## config.mk

```make
export PLATFORM = sky130hd
export DESIGN_NAME = verdict_event_log_flat
export DESIGN_NICKNAME = d
export VERILOG_FILES = /design/src/rtl/verdict_event_log_if.sv /design/src/rtl/verdict_event_log.sv /design/src/flat_wrapper.sv
export SDC_FILE = /design/constraint.sdc
export NUM_CORES = 1
export LEC_CHECK = 0
export BUFFER_PORTS_ARGS = -buffer_cell sky130_fd_sc_hd__buf_2
export CAP_MARGIN = 0
export CELL_PAD_IN_SITES_DETAIL_PLACEMENT = 1
export CELL_PAD_IN_SITES_GLOBAL_PLACEMENT = 1
export CORE_MARGIN = 5
export CORE_UTILIZATION = 35
export CTS_BUF_LIST = sky130_fd_sc_hd__clkbuf_8
export DETAILED_ROUTE_END_ITERATION = 8
export PLACE_DENSITY = 0.6
export SKIP_LAST_GASP = 1
export SLEW_MARGIN = 40
export SYNTH_ARGS = -nofsm -noshare
export SYNTH_HDL_FRONTEND = slang
export SYNTH_SLANG_ARGS = --single-unit
export TNS_END_PERCENT = 100
```

## constraint.sdc

```tcl
create_clock -name clk -period 3.97 [get_ports clk]
set_clock_uncertainty 0.15 [all_clocks]
set_input_delay 0 -clock clk [delete_from_list [all_inputs] [get_ports clk]]
set_output_delay 0 -clock clk [all_outputs]
set_load 0.1 [all_outputs]
```

## src/rtl/verdict_event_log_if.sv

```systemverilog
// Reader-side handshake bundle for the verdict event log.
interface verdict_event_log_if #(
    parameter int TS_W = 16
) ();
    logic              ev_valid;
    logic              ev_ready;
    logic [TS_W+10:0]  ev_data;

    modport master (output ev_valid, output ev_data, input ev_ready);
    modport slave  (input ev_valid, input ev_data, output ev_ready);
endinterface

```

## src/rtl/verdict_event_log.sv

```systemverilog
// Logs timestamped verdict/saturation edge events into a small FWFT FIFO,
// drained by a valid/ready reader, counting records lost to overflow.
module verdict_event_log #(
    parameter int DEPTH = 8,
    parameter int TS_W  = 16
) (
    input  logic                       clk,
    input  logic                       rst,
    input  logic                       enb,
    input  logic [7:0]                 din,
    input  logic                       verdict,
    input  logic                       cteal_15,
    verdict_event_log_if.master        ev,
    output logic [$clog2(DEPTH):0]     ev_count,
    output logic [7:0]                 drop_cnt,
    input  logic                       clr_drops
);
    localparam int AW    = $clog2(DEPTH);
    localparam int CW    = AW + 1;
    localparam int REC_W = TS_W + 11;

    logic [REC_W-1:0] mem [DEPTH];
    logic [AW-1:0]    wr_ptr;
    logic [AW-1:0]    rd_ptr;
    logic [TS_W-1:0]  ts;
    logic             verdict_q;
    logic             cteal_q;

    logic rise, fall, sat, evt;
    logic full, empty, push, pop, drop;

    function automatic logic [7:0] sat_inc(input logic [7:0] v);
        return (v == 8'hFF) ? v : v + 8'd1;
    endfunction

    always_comb begin
        rise  = enb & verdict & ~verdict_q;
        fall  = enb & ~verdict & verdict_q;
        sat   = enb & cteal_15 & ~cteal_q;
        evt   = rise | fall | sat;
        full  = (ev_count == CW'(DEPTH));
        empty = (ev_count == '0);
        pop   = ~empty & ev.ev_ready;
        // A full FIFO still accepts a record when the head leaves in the same cycle.
        push  = evt & (~full | pop);
        drop  = evt & ~push;
    end

    assign ev.ev_valid = ~empty;
    assign ev.ev_data  = empty ? '0 : mem[rd_ptr];

    always_ff @(posedge clk) begin
        if (rst) begin
            ts        <= '0;
            verdict_q <= 1'b0;
            cteal_q   <= 1'b0;
            wr_ptr    <= '0;
            rd_ptr    <= '0;
            ev_count  <= '0;
            drop_cnt  <= '0;
        end else begin
            if (enb) begin
                ts        <= ts + TS_W'(1);
                verdict_q <= verdict;
                cteal_q   <= cteal_15;
            end
            if (push) wr_ptr <= wr_ptr + AW'(1);
            if (pop)  rd_ptr <= rd_ptr + AW'(1);
            case ({push, pop})
                2'b10:   ev_count <= ev_count + CW'(1);
                2'b01:   ev_count <= ev_count - CW'(1);
                default: ev_count <= ev_count;
            endcase
            if (clr_drops)
                drop_cnt <= drop ? 8'd1 : 8'd0;
            else if (drop)
                drop_cnt <= sat_inc(drop_cnt);
        end
    end

    // Storage is never cleared; validity is tracked by ev_count alone.
    always_ff @(posedge clk) begin
        if (push && !rst) mem[wr_ptr] <= {ts, sat, fall, rise, din};
    end
endmodule

```

## src/flat_wrapper.sv

```systemverilog
// flat-port wrapper written by rule: the top's interface ports become plain ports
module verdict_event_log_flat 
#(
    parameter int DEPTH = 8,
    parameter int TS_W  = 16
)
  (clk, rst, enb, din, verdict, cteal_15, ev_count, drop_cnt, clr_drops, ev_ev_valid, ev_ev_data, ev_ev_ready);
  verdict_event_log_if #(.TS_W(TS_W)) ev_i ();
  input  logic clk;
  input  logic rst;
  input  logic enb;
  input  logic [7:0] din;
  input  logic verdict;
  input  logic cteal_15;
  output logic [$clog2(DEPTH):0] ev_count;
  output logic [7:0] drop_cnt;
  input  logic clr_drops;
  output wire logic [$bits(ev_i.ev_valid)-1:0] ev_ev_valid;
  output wire logic [$bits(ev_i.ev_data)-1:0] ev_ev_data;
  input wire logic [$bits(ev_i.ev_ready)-1:0] ev_ev_ready;
  assign ev_ev_valid = ev_i.ev_valid;
  assign ev_ev_data = ev_i.ev_data;
  assign ev_i.ev_ready = ev_ev_ready;
  verdict_event_log #(.DEPTH(DEPTH), .TS_W(TS_W)) u_core (.clk(clk), .rst(rst), .enb(enb), .din(din), .verdict(verdict), .cteal_15(cteal_15), .ev(ev_i), .ev_count(ev_count), .drop_cnt(drop_cnt), .clr_drops(clr_drops));
endmodule
```

## Word-level counts from Yosys, hierarchy flattened

Memories as Yosys holds them, arrays and structs flattened. A register that Yosys moved wholly into a read port is not among the register bits.
Cells that the tools add are included.

| storage, ports and cells | value |
|---|---|
| memory bits (writable) | 216 |
| input port bits | 15 |
| logic and storage cells | 53 |
| memories kept | 1 |
| register bits after elaboration | 36 |
| output and inout port bits | 40 |

Memories:

| name | words | width | read ports | clocked after memory_dff | write ports | line | text |
|---|---|---|---|---|---|---|---|
| u_core.mem | 8 | 27 | 1 | 1 | 1 | verdict_event_log.sv:22 | `logic [REC_W-1:0] mem [DEPTH];` |

| operators by class | value |
|---|---|
| $add $sub $neg | 6 |
| multiplexer cells | 10 |
| reduce and logical (&&, ||, !) cells | 6 |
| equality and inequality tests | 5 |
| bitwise logic cells | 18 |

Operator list:

| kind | count |
|---|---|
| 27-bit 2-to-1 mux | 1 |
| 8-bit 2-to-1 mux | 3 |
| 16-bit by 1-bit adder with 16-bit output (second input constant) | 1 |
| 1-bit bitwise AND | 9 |
| 8-bit by 1-bit adder with 8-bit output (second input constant) | 1 |
| 8-bit == test (second input constant) | 1 |
| 4-bit one-hot mux with 2 select lines | 1 |
| 3-bit by 1-bit adder with 3-bit output (second input constant) | 2 |
| 3-bit 2-to-1 mux | 2 |
| 1-bit inverter | 6 |
| 4-bit by 1-bit adder with 4-bit output (second input constant) | 1 |
| 4-bit == test (second input constant) | 1 |
| 4-bit zero test | 1 |
| 2-bit nonzero test | 2 |
| 4-bit by 1-bit subtractor with 4-bit output (second input constant) | 1 |
| 1-bit 2-to-1 mux | 3 |
| 1-bit OR | 3 |
| 2-bit by 1-bit == test with 1-bit output (second input constant) | 1 |
| 2-bit == test (second input constant) | 1 |
| 2-bit != test (second input constant) | 1 |
| 2-bit AND reduction | 1 |
| 1-bit logical AND | 1 |
| 1-bit zero test | 1 |

## Logic depth before layout (Yosys ltp)

| logic depth | value |
|---|---|
| depth after elaboration | 10 |
| mapped depth | 12 |
| gate-level depth less buffers | 11 |

## Least setup slack after synthesis

OpenSTA, ideal clock, no wires.

| timing | value |
|---|---|
| kind | register -> register |
| start | register u_core.ev_count[0] |
| end | memory u_core.mem[4][0] (netlist bit), enable pin |
| slack | -1162 ps |
| setup time | 479 ps |
| buffers on the path | 0 |
| required time | 3341 ps |
| arrival time | 4503 ps |
| stages on the path, launching flop included | 5 |
| period minus slack after synthesis | 5132 ps |
| path through | dfxtp_1 > or3_4 > o221ai_1 > or2_2 > nor4_1 |

| on the way | value |
|---|---|
| longest elaborated chain between the ends | 8 |
| elaborated cells between the ends (all ways) | 10 |
| classes of those cells | eq/ne (1); mux (2); bitwise (5); reduce/logical (2) |

Ends and longest elaborated chain:

| item | line | text |
|---|---|---|
| from (decl) | verdict_event_log.sv:14 | `output logic [$clog2(DEPTH):0] ev_count,` |
| from (signal assigned) | verdict_event_log.sv:70 | `2'b10: ev_count <= ev_count + CW'(1);` |
| from (signal assigned) | verdict_event_log.sv:71 | `2'b01: ev_count <= ev_count - CW'(1);` |
| from (signal assigned) | verdict_event_log.sv:72 | `default: ev_count <= ev_count;` |
| 4-bit zero test | verdict_event_log.sv:42 | `empty = (ev_count == '0);` |
| 1-bit inverter | verdict_event_log.sv:43 | `pop = ~empty & ev.ev_ready;` |
| 1-bit bitwise AND | verdict_event_log.sv:43 |  |
| 1-bit OR * | verdict_event_log.sv:45 | `push = evt & (~full \| pop);` |
| 1-bit bitwise AND * | verdict_event_log.sv:45 |  |
| 1-bit logical AND * | verdict_event_log.sv:83 | `if (push && !rst) mem[wr_ptr] <= {ts, sat, fall, rise, din};` |
| 1-bit 2-to-1 mux * | verdict_event_log.sv:83 |  |
| 1-bit 2-to-1 mux (implied by the code) * | verdict_event_log.sv:83 |  |
| to (decl) | verdict_event_log.sv:22 |  |

Mark *: on every way between the ends. The rest lies on a longest branch, timed or not.

==> results.toml <==
[status]
outcome = "complete, no violations"

[place]
buffer_ports.inserted = 54
gp_routability_congestion = 0.755
numPlacedInstances = 992
dp.final_hpwl_mm = 12.9

[route]
drt_drc_violations_left = 0
route.detailed.vias_per_inst = 4.99
detail-route-antenna-nets = 0
vias = 5456
violation_count_after_the_first_detailed_route_iteration = 345
drt_pre_antenna_iters = 4
post_drt_wl_per_cell_microns = 20.3
routed_wl_mm = 22.2

[synth]
synth-edff-count = 216
avgSynthCellArea_sq_um = 17.8
yosysWarnings = 0
synth_fp_nets = 591
synth_most_common_cell = "edfxtp_1"
post-synth-top-area-fraction = 0.639
synth_area_leader_cell = "edfxtp_1"
cell_types_with_the_highest_counts_after_synthesis = "edfxtp_1, nor2_1, mux4_2"
ys_top_cells_by_area = "edfxtp_1, mux4_2, dfxtp_1"
netlist_area_sq_um = 10200
seq_area_frac_synth = 0.716
synth_ff_type = "edfxtp_1"
flops_latches_synth = 255
netlist_instances = 569
synthArstFlopShare = 0
synth_cell_types = 51

[power]
ir_worst_vdd_uv = 532
pwr_total_mw = 7.78
internal-power_mw = 4.70
netSwitchingPower_mw = 3.08
p_sw_frac = 0.396
leakage_nw = 3.95
p_comb_frac = 0.321
p_per_area_nw_per_um2 = 648
seq_pwr_share = 0.395
power.share.clock = 0.284

[clocking]
ctsResizeCount = 0
post_cts_buffers = 0
cts_tree = "done"
cts.sinks = 255
clock_tree.htree_level_count = 2
clock-root-buffer = "clkbuf_8"
cts.clk_slew.worst_paths_ps = 60
clkLatencyLatePin_ps = 540
tritoncts.num_buffers = 45
cts.path.max_buffers = 3
cts-hold-fix-buffers = 18

[hold_path]
holdCritPathClass = "primary input to register"
hold_depth = 2
min-delay-start = "din[0]"
worstHoldEndpoint = "u_core.mem[2][0]"

[global_routing]
grt_antenna_before_repair = 0
global_route_wire_length_before_repair_mm = 35.7
grt_start_max_net_pins = 33
groute.layer.met3.usage = 0.0313
globalRouteOverflowTotal = 0
gr-usage-all-layers = 0.139
grtUsageMet2 = 0.230
global_route.peak_usage_layer = "met2"
grt_util_met1 = 0.185
via_count_of_the_first_global_routing_pass = 6187

[critical_path]
cp.required_ps = 3820
worst-path-max-fanout = 32
rr_endpoint = "u_core.ev_count[3]"
worstRegToRegCells = 11
timing.critical_path.arrival_ps = 2770
timing.critical_path.to_type = "output port"
timing.rr.start = "u_core.ev_count[0]"
criticalPathCategory = "register to output port"
crit_path_start_kind = "register"
reg2reg_slack_ps = 1230

[die]
fp.coreArea_sq_um = 28700
design.portCount = 55
initial_core_util = 0.354
design.die.area_sq_um = 32500
placementRows = 62
chipHeight_microns = 180
die_width_microns = 180

[timing]
min_period_over_period = 0.736
post-route-min-period_ps = 2920
tns_ps = 0
grt_setup_unrepaired = "no"
worst_pin_slew_ps = 643
finalHoldWorstSlack_ps = 130
final-max-slew-violation-count = 0
finalHoldViolations = 0
number_of_setup_violations_in_the_final_report = 0
max_freq_ghz = 0.342
worst_max_slew_margin_expressed_relative_to_the_limit = 0.571

[job]
max_cap_violations = 0

[finish]
layoutNonFillerInstCount = 1094
fillers = 2862
area_delta_synth_final_pct = 18.1
nNetsFinal = 695
final_layout_size_suffix_gt1_frac = 0.283
antenna_cells_inserted = 0
[cell usage in the layout, fill, tap and decap left out, types with 8 or more instances in the layout]
cell	netlist	final
edfxtp_1	216	216
nor2_1	61	55
mux4_2	54	54
buf_2	8	54
clkbuf_8	0	52
dfxtp_1	39	36
mux2i_1	32	32
inv_1	7	27
dlygate4sd3_1	0	18
xor2_1	13	13
nand2_1	11	11
buf_4	0	11
a21oi_1	10	10
nand4_1	8	8
nand3_1	8	8
[worst max-delay path, cell delays in order, from the launching register on]
cell and delay, ps:
dfxtp_4 650, buf_12 340, mux4_2 550, mux2i_1 260, nor2_1 90, buf_2 310
[layer usage]
| layer | up-vias | wire (microns) | part of all wire |
|---|---|---|---|
| li1 | 2480 | - | - |
| met1 | 2835 | 9860 | 0.44 |
| met2 | 108 | 11000 | 0.50 |
| met3 | 33 | 942 | 0.042 |
| met4 | 0 | 348 | 0.016 |
| met5 | - | 0 | 0 |
[sequential cells by signal, indices dropped and copies added, names as in the netlist, named ones only]
name	count
u_core.cteal_q	1
u_core.ev_count	4
u_core.ts	16
u_core.verdict_q	1
u_core.rd_ptr	3
u_core.mem	216
u_core.wr_ptr	3
u_core.drop_cnt	8
[logic make-up after synthesis]
group | synth area share
compound gates | 0.0240
xor+xnor | 0.0138
flops | 0.716
buf+inv | 0.0150
mux | 0.157
fa+ha+maj | 0.00937
simple gates | 0.0650
[power by group through the flow]
stage	Clock [mW]	Combinational, mW	Sequential, mW
6_report	2.21	2.50	3.07
5_1_grt	2.44	2.62	3.09
4_1_cts	2.29	2.54	3.08
3_5_place_dp	0	2.52	3.13
3_3_place_gp	0	2.46	3.15
2_1_floorplan	0	2.01	3.16
[area by class of cell]
class                      count  area (sq um)  share of cell area
timing repair buffer          85           573              0.0478
inverter                       8          30.0             0.00250
clock buffer                  52           716              0.0597
clock inverter                32           133              0.0111
tap                          384           480              0.0401
multi-input combinational    278          2780               0.232
sequential                   255          7280               0.607
[worst max path at each step]
stage                        from                 end  slack [ps]  cells after the start
6_report                 register      ev_ev_data[10]        1050                      5
3_5_place_dp   u_core.ev_count[0]  u_core.ev_count[3]        1260                     11
5_1_grt                  register      ev_ev_data[10]         860                      5
2_1_floorplan  u_core.ev_count[0]    u_core.mem[0][0]          90                      4
3_3_place_gp   u_core.ev_count[0]  u_core.ev_count[3]        1320                     11
4_1_cts                  register      ev_ev_data[10]         960                      5
[metrics by stage]
stage	utilization	cell area, sq um	setup WS [ps]
floorplan	-	10200	88.3
global placement	0.381	10900	1320
detailed placement	0.382	11000	1260
CTS	0.418	12000	963
global route	0.418	12000	858
finish	0.418	12000	1050
(Power assumes the default switching activity.)
